## src/rtl/csr_file.sv

```systemverilog
// csr_file: LoongArch control/status registers, exception/ertn state and interrupt pending.
// Optional timer (TID/TCFG/TVAL/TICLR, IS[11]) is built when CSR_TIMER_EN is defined.
module csr_file #(
    parameter logic [31:0] TID_INIT = 32'h0
) (
    input  logic        clk,
    input  logic        resetn,
    input  logic        csr_re,
    input  logic [13:0] csr_num,
    output logic [31:0] csr_rvalue,
    input  logic        csr_we,
    input  logic [31:0] csr_wmask,
    input  logic [31:0] csr_wvalue,
    input  logic        wb_ex,
    input  logic [5:0]  wb_ecode,
    input  logic [8:0]  wb_esubcode,
    input  logic [31:0] wb_pc,
    input  logic        ertn_flush,
    input  logic [7:0]  hw_int_in,
    input  logic        ipi_int_in,
    output logic [31:0] ex_entry,
    output logic [31:0] ertn_entry,
    output logic        has_int
);
    logic [8:0]  crmd_q, crmd_d;
    logic [2:0]  prmd_q, prmd_d;
    logic [12:0] ecfg_q, ecfg_d;
    logic [1:0]  is_sw_q, is_sw_d;
    logic [7:0]  is_hw_q;
    logic        ipi_q;
    logic        ti;
    logic [5:0]  ecode_q, ecode_d;
    logic [8:0]  esub_q, esub_d;
    logic [31:0] era_q, era_d;
    logic [25:0] eentry_q, eentry_d;
    logic [31:0] save_q [4];
    logic [31:0] save_d [4];
    logic [12:0] is_all;
    logic [31:0] rdata;

    logic we_save;
    assign we_save = csr_we && csr_num[13:2] == 12'hC;

    always_comb begin
        crmd_d   = crmd_q;
        prmd_d   = prmd_q;
        ecfg_d   = ecfg_q;
        is_sw_d  = is_sw_q;
        ecode_d  = ecode_q;
        esub_d   = esub_q;
        era_d    = era_q;
        eentry_d = eentry_q;
        if (csr_we && csr_num == 14'h0)
            crmd_d = (csr_wvalue[8:0] & csr_wmask[8:0]) | (crmd_q & ~csr_wmask[8:0]);
        if (ertn_flush)
            crmd_d[2:0] = prmd_q;
        if (wb_ex)
            crmd_d[2:0] = 3'b000;
        if (csr_we && csr_num == 14'h1)
            prmd_d = (csr_wvalue[2:0] & csr_wmask[2:0]) | (prmd_q & ~csr_wmask[2:0]);
        if (wb_ex)
            prmd_d = crmd_q[2:0];
        // bit 10 of ECFG is reserved and must never latch a one
        if (csr_we && csr_num == 14'h4)
            ecfg_d = ((csr_wvalue[12:0] & csr_wmask[12:0]) | (ecfg_q & ~csr_wmask[12:0])) & 13'h1BFF;
        if (csr_we && csr_num == 14'h5)
            is_sw_d = (csr_wvalue[1:0] & csr_wmask[1:0]) | (is_sw_q & ~csr_wmask[1:0]);
        if (csr_we && csr_num == 14'h6)
            era_d = (csr_wvalue & csr_wmask) | (era_q & ~csr_wmask);
        if (csr_we && csr_num == 14'hC)
            eentry_d = (csr_wvalue[31:6] & csr_wmask[31:6]) | (eentry_q & ~csr_wmask[31:6]);
        if (wb_ex) begin
            era_d   = wb_pc;
            ecode_d = wb_ecode;
            esub_d  = wb_esubcode;
        end
        for (int i = 0; i < 4; i++)
            save_d[i] = (we_save && csr_num[1:0] == 2'(i)) ?
                        (csr_wvalue & csr_wmask) | (save_q[i] & ~csr_wmask) : save_q[i];
    end

    always_ff @(posedge clk or negedge resetn) begin
        if (!resetn) begin
            crmd_q   <= 9'h8;
            prmd_q   <= '0;
            ecfg_q   <= '0;
            is_sw_q  <= '0;
            is_hw_q  <= '0;
            ipi_q    <= 1'b0;
            ecode_q  <= '0;
            esub_q   <= '0;
            era_q    <= '0;
            eentry_q <= '0;
            for (int i = 0; i < 4; i++) save_q[i] <= '0;
        end else begin
            crmd_q   <= crmd_d;
            prmd_q   <= prmd_d;
            ecfg_q   <= ecfg_d;
            is_sw_q  <= is_sw_d;
            is_hw_q  <= hw_int_in;
            ipi_q    <= ipi_int_in;
            ecode_q  <= ecode_d;
            esub_q   <= esub_d;
            era_q    <= era_d;
            eentry_q <= eentry_d;
            for (int i = 0; i < 4; i++) save_q[i] <= save_d[i];
        end
    end

`ifdef CSR_TIMER_EN
    logic [31:0] tid_q, tid_d, tcfg_q, tcfg_d, cnt_q, cnt_d;
    logic        ti_q, ti_d;

    always_comb begin
        tid_d  = (csr_we && csr_num == 14'h40) ? (csr_wvalue & csr_wmask) | (tid_q & ~csr_wmask) : tid_q;
        tcfg_d = (csr_we && csr_num == 14'h41) ? (csr_wvalue & csr_wmask) | (tcfg_q & ~csr_wmask) : tcfg_q;
        cnt_d  = cnt_q;
        ti_d   = ti_q;
        // all-ones is the parked state of a one-shot timer that already expired
        if (csr_we && csr_num == 14'h41 && tcfg_d[0])
            cnt_d = {tcfg_d[31:2], 2'b00};
        else if (tcfg_q[0] && cnt_q != '1)
            cnt_d = (cnt_q == 32'h0 && tcfg_q[1]) ? {tcfg_q[31:2], 2'b00} : cnt_q - 32'h1;
        if (csr_we && csr_num == 14'h44 && csr_wvalue[0] && csr_wmask[0])
            ti_d = 1'b0;
        if (tcfg_q[0] && cnt_q == 32'h0)
            ti_d = 1'b1;
    end

    always_ff @(posedge clk or negedge resetn) begin
        if (!resetn) begin
            tid_q  <= TID_INIT;
            tcfg_q <= '0;
            cnt_q  <= '1;
            ti_q   <= 1'b0;
        end else begin
            tid_q  <= tid_d;
            tcfg_q <= tcfg_d;
            cnt_q  <= cnt_d;
            ti_q   <= ti_d;
        end
    end

    assign ti = ti_q;
`else
    assign ti = 1'b0;
`endif

    assign is_all = {ipi_q, ti, 1'b0, is_hw_q, is_sw_q};

    always_comb begin
        rdata = '0;
        case (csr_num)
            14'h0:  rdata = {23'h0, crmd_q};
            14'h1:  rdata = {29'h0, prmd_q};
            14'h4:  rdata = {19'h0, ecfg_q};
            14'h5:  rdata = {1'b0, esub_q, ecode_q, 3'b000, is_all};
            14'h6:  rdata = era_q;
            14'hC:  rdata = {eentry_q, 6'h0};
            14'h30: rdata = save_q[0];
            14'h31: rdata = save_q[1];
            14'h32: rdata = save_q[2];
            14'h33: rdata = save_q[3];
`ifdef CSR_TIMER_EN
            14'h40: rdata = tid_q;
            14'h41: rdata = tcfg_q;
            14'h42: rdata = cnt_q;
`endif
            default: rdata = '0;
        endcase
    end

    assign csr_rvalue = csr_re ? rdata : 32'h0;
    assign ex_entry   = {eentry_q, 6'h0};
    assign ertn_entry = era_q;
    assign has_int    = (|(is_all & ecfg_q)) & crmd_q[2];
endmodule
```

## config.mk

```make
export PLATFORM = sky130hd
export DESIGN_NAME = csr_file
export DESIGN_NICKNAME = d
export VERILOG_FILES = /design/src/rtl/csr_file.sv
export SDC_FILE = /design/constraint.sdc
export NUM_CORES = 1
export LEC_CHECK = 0
export BUFFER_PORTS_ARGS = -buffer_cell sky130_fd_sc_hd__buf_2
export CORE_ASPECT_RATIO = 0.9
export CORE_UTILIZATION = 58
export CTS_BUF_LIST = sky130_fd_sc_hd__clkbuf_8
export DETAILED_ROUTE_END_ITERATION = 12
export PLACE_DENSITY = 0.89
export SLEW_MARGIN = 15
export SYNTH_ARGS = -nofsm -noshare
export SYNTH_HDL_FRONTEND = slang
export SYNTH_SLANG_ARGS = --single-unit
export TNS_END_PERCENT = 20
```

## constraint.sdc

```tcl
create_clock -name clk -period 8.54 [get_ports clk]
set_input_delay 1.708 -clock clk [delete_from_list [all_inputs] [get_ports clk]]
set_output_delay 1.708 -clock clk [all_outputs]
set_load 0.1 [all_outputs]
```

==> metrics.csv <==
metric,value,unit
status,"finished, final reports clean",
Post-synth EDFFs,0,
Reg area,5907,µm²
core area,20290,µm²
R2R setup slack,7.45,ns
Hold Path Cell Cnt,1,
CP Launch Type,primary input,
H-Tree Level Count,2,
arrival time worst endpoint,4.56,ns
R2R cell count,4,
Setup Buffers After CTS,0,
maxcap violations,0,
"count leader, synth",dfrtp_1,
skew final,0.0008076,ns
detailed-route wire length per cell,21.16,µm
critical path's largest stage delay,0.64,ns
synthesis-to-finish area growth,16.07,%
clock buffer depth,3,
critical-path cell list,buf_2 -> buf_4 -> or4bb_1 -> nor4_4 -> buf_4 -> a222oi_1 -> a21oi_1 -> buf_2,
Final Hold Fails,0,
Synth top area share,0.4830,
final setup TNS,0,ns
multi-input logic area,5577,µm²
Ys Warns,0,
CTS sink cnt,236,
CTS Hold Buffers Added,0,
first-pass GRT wire length,53960,µm
CTS tree,built,
count of final setup violators,0,
RSZ-0062 raised after global routing,false,
overall power,2.442,mW
Iteration-0 DRC Markers,974,
GRT Util Overall,0.3188,
number of global-route vias before repair,10351,
final worst-path cycle share,0.7345,
clock slew at reported path FFs,0.06,ns
pin count of the biggest net entering global routing,93,
fraction of registers with async set/reset,1.000,
Post-Syn Area,12170,µm²
cts bufs inserted,40,
global routing's busiest layer,met2,
critical path type,in -> out,
initial antenna violation count,0,
DP HPWL,21850,µm
I/O Buffers,230,
Slew Limit Fails,0,
Yosys reg bits,236,
minimum clock period,6.272,ns
DR pass1 iterations,10,
register area share after synthesis,0.4852,
Clock Latency Late Sink,0.52,ns
die width,154.7,µm
layout cells sized above 1,0.3770,
fillers,1419,
GPL Wtd Cong,0.8647,
Rows,49,
Vias,10089,
top cell family by delay on the critical path,buffers and inverters,
Gate Count Post-Synth,1087,
Post-Syn Area per Cell,11.20,µm²
Netlist cell types,54,
Initial Util,0.5999,
leading area contributor after synthesis,dfrtp_1,
CP max stage cell,buf_4,
cts repair resizes,0,
via/cell ratio,6.302,
I/O pin cnt,237,
Worst Path Required,6.83,ns
routing usage on met1,0.4183,
clk root buf,clkbuf_8,
M3 GR Usage,0.06758,
# nets final,1432,
Synth top cells by count,"dfrtp_1, nand2_1, mux2_2",
VDD IR max,0.1473,mV
total gr overflow,0,
synth top area cells,"dfrtp_1, mux2_2, nand2_1",
Post-synth top flop,dfrtp_1,
die footprint,21570,µm²
Max Fclk,0.1594,GHz
final wirelength,33880,µm
GR Util met2,0.5156,
element type at the critical path end,output port,
DRC violation count after routing,0,
Worst Max-Slew Pin Slew,1.045,ns
Pwr per Cell Area,172.8,nW/µm²
Pleak,6.870,nW
"Max FO, Critical Path",60,
final core area utilization,0.6963,
relative max-transition margin,0.3032,
# diodes,0,
CP bufs+invs,4,
Routed Antenna Nets,0,
die height,139.4,µm
worst min-delay path class,reg -> reg,
layer usage:
metal	routed length [µm]	vias up
li1	-	4355
met2	16260	622
met5	0	-
met3	3155	100
met4	1105	0
met1	13350	5012
through the flow:
stage / setup slack, ns / hold WS (ns) / instances / area [µm²]
final: 2.268 / 0.4894 / 1601 / 14130
after CTS: 2.160 / 0.4930 / 1601 / 14130
after detailed placement: 2.145 / 0.4772 / 1530 / 13350
after floorplan: 2.082 / 0.4587 / 1092 / 12190
after global routing: 2.155 / 0.5110 / 1601 / 14130
after global placement: 2.381 / 0.4680 / 1530 / 13350
cell type report:
| cell class | instances | area share |
|---|---|---|
| Inverter | 60 | 0.01594 |
| Tap cell | 280 | 0.02479 |
| Clock inverter | 21 | 0.006552 |
| Multi-Input combinational cell | 707 | 0.3946 |
| Timing Repair Buffer | 247 | 0.09138 |
| Sequential cell | 236 | 0.4180 |
| Clock buffer | 50 | 0.04870 |
power breakdown:
group	internal (mW)	switching (mW)	leakage, nW	total [mW]
Combinational	0.0715	0.231	3.26	0.302
Sequential	1.14	0.0198	3.15	1.16
Clock	0.527	0.449	0.458	0.976
Total	1.74	0.699	6.87	2.44
kinds of logic (layout without fill, tap and decap cells):
| family | Yosys count | in the layout | synth area share |
|---|---|---|---|
| DFF | 236 | 236 | 0.4852 |
| other | 1 | 6 | 0.0003080 |
| muxes | 234 | 234 | 0.2432 |
| AOI/OAI and AO/OA | 199 | 199 | 0.1131 |
| buffers and inverters | 149 | 378 | 0.05930 |
| and+or+nand+nor | 268 | 268 | 0.09897 |
placed cells by master, fill, tap and decap left out, types with 6 or more instances in the layout:
master | synthesis | routed
a21oi_1 | 58 | 58
a222oi_1 | 12 | 12
a22o_1 | 7 | 7
a22oi_1 | 37 | 37
a311oi_1 | 28 | 28
a31oi_1 | 30 | 30
and4_1 | 7 | 6
buf_2 | 19 | 228
buf_4 | 23 | 18
clkbuf_8 | 0 | 50
conb_1 | 1 | 6
dfrtp_1 | 235 | 235
inv_1 | 60 | 77
mux2_1 | 35 | 35
mux2_2 | 157 | 157
mux2i_1 | 10 | 10
mux4_2 | 29 | 29
nand2_1 | 192 | 192
nand3_1 | 9 | 9
nor2_1 | 16 | 15
nor2b_1 | 6 | 6
nor4_1 | 8 | 8
o21ai_0 | 10 | 10
worst max path at each step:
stage | slack (ns) | startpoint | cells past startpoint | to
final | 2.27 | csr_num[1] | 8 | csr_rvalue[5]
after global routing | 2.16 | csr_num[1] | 8 | csr_rvalue[11]
after CTS | 2.16 | csr_num[1] | 7 | csr_rvalue[19]
after detailed placement | 2.15 | csr_num[1] | 7 | csr_rvalue[19]
after global placement | 2.38 | csr_num[1] | 8 | csr_rvalue[11]
after floorplan | 2.08 | csr_num[5] | 6 | csr_rvalue[17]
Note: power is estimated with default switching activity, not from simulation.
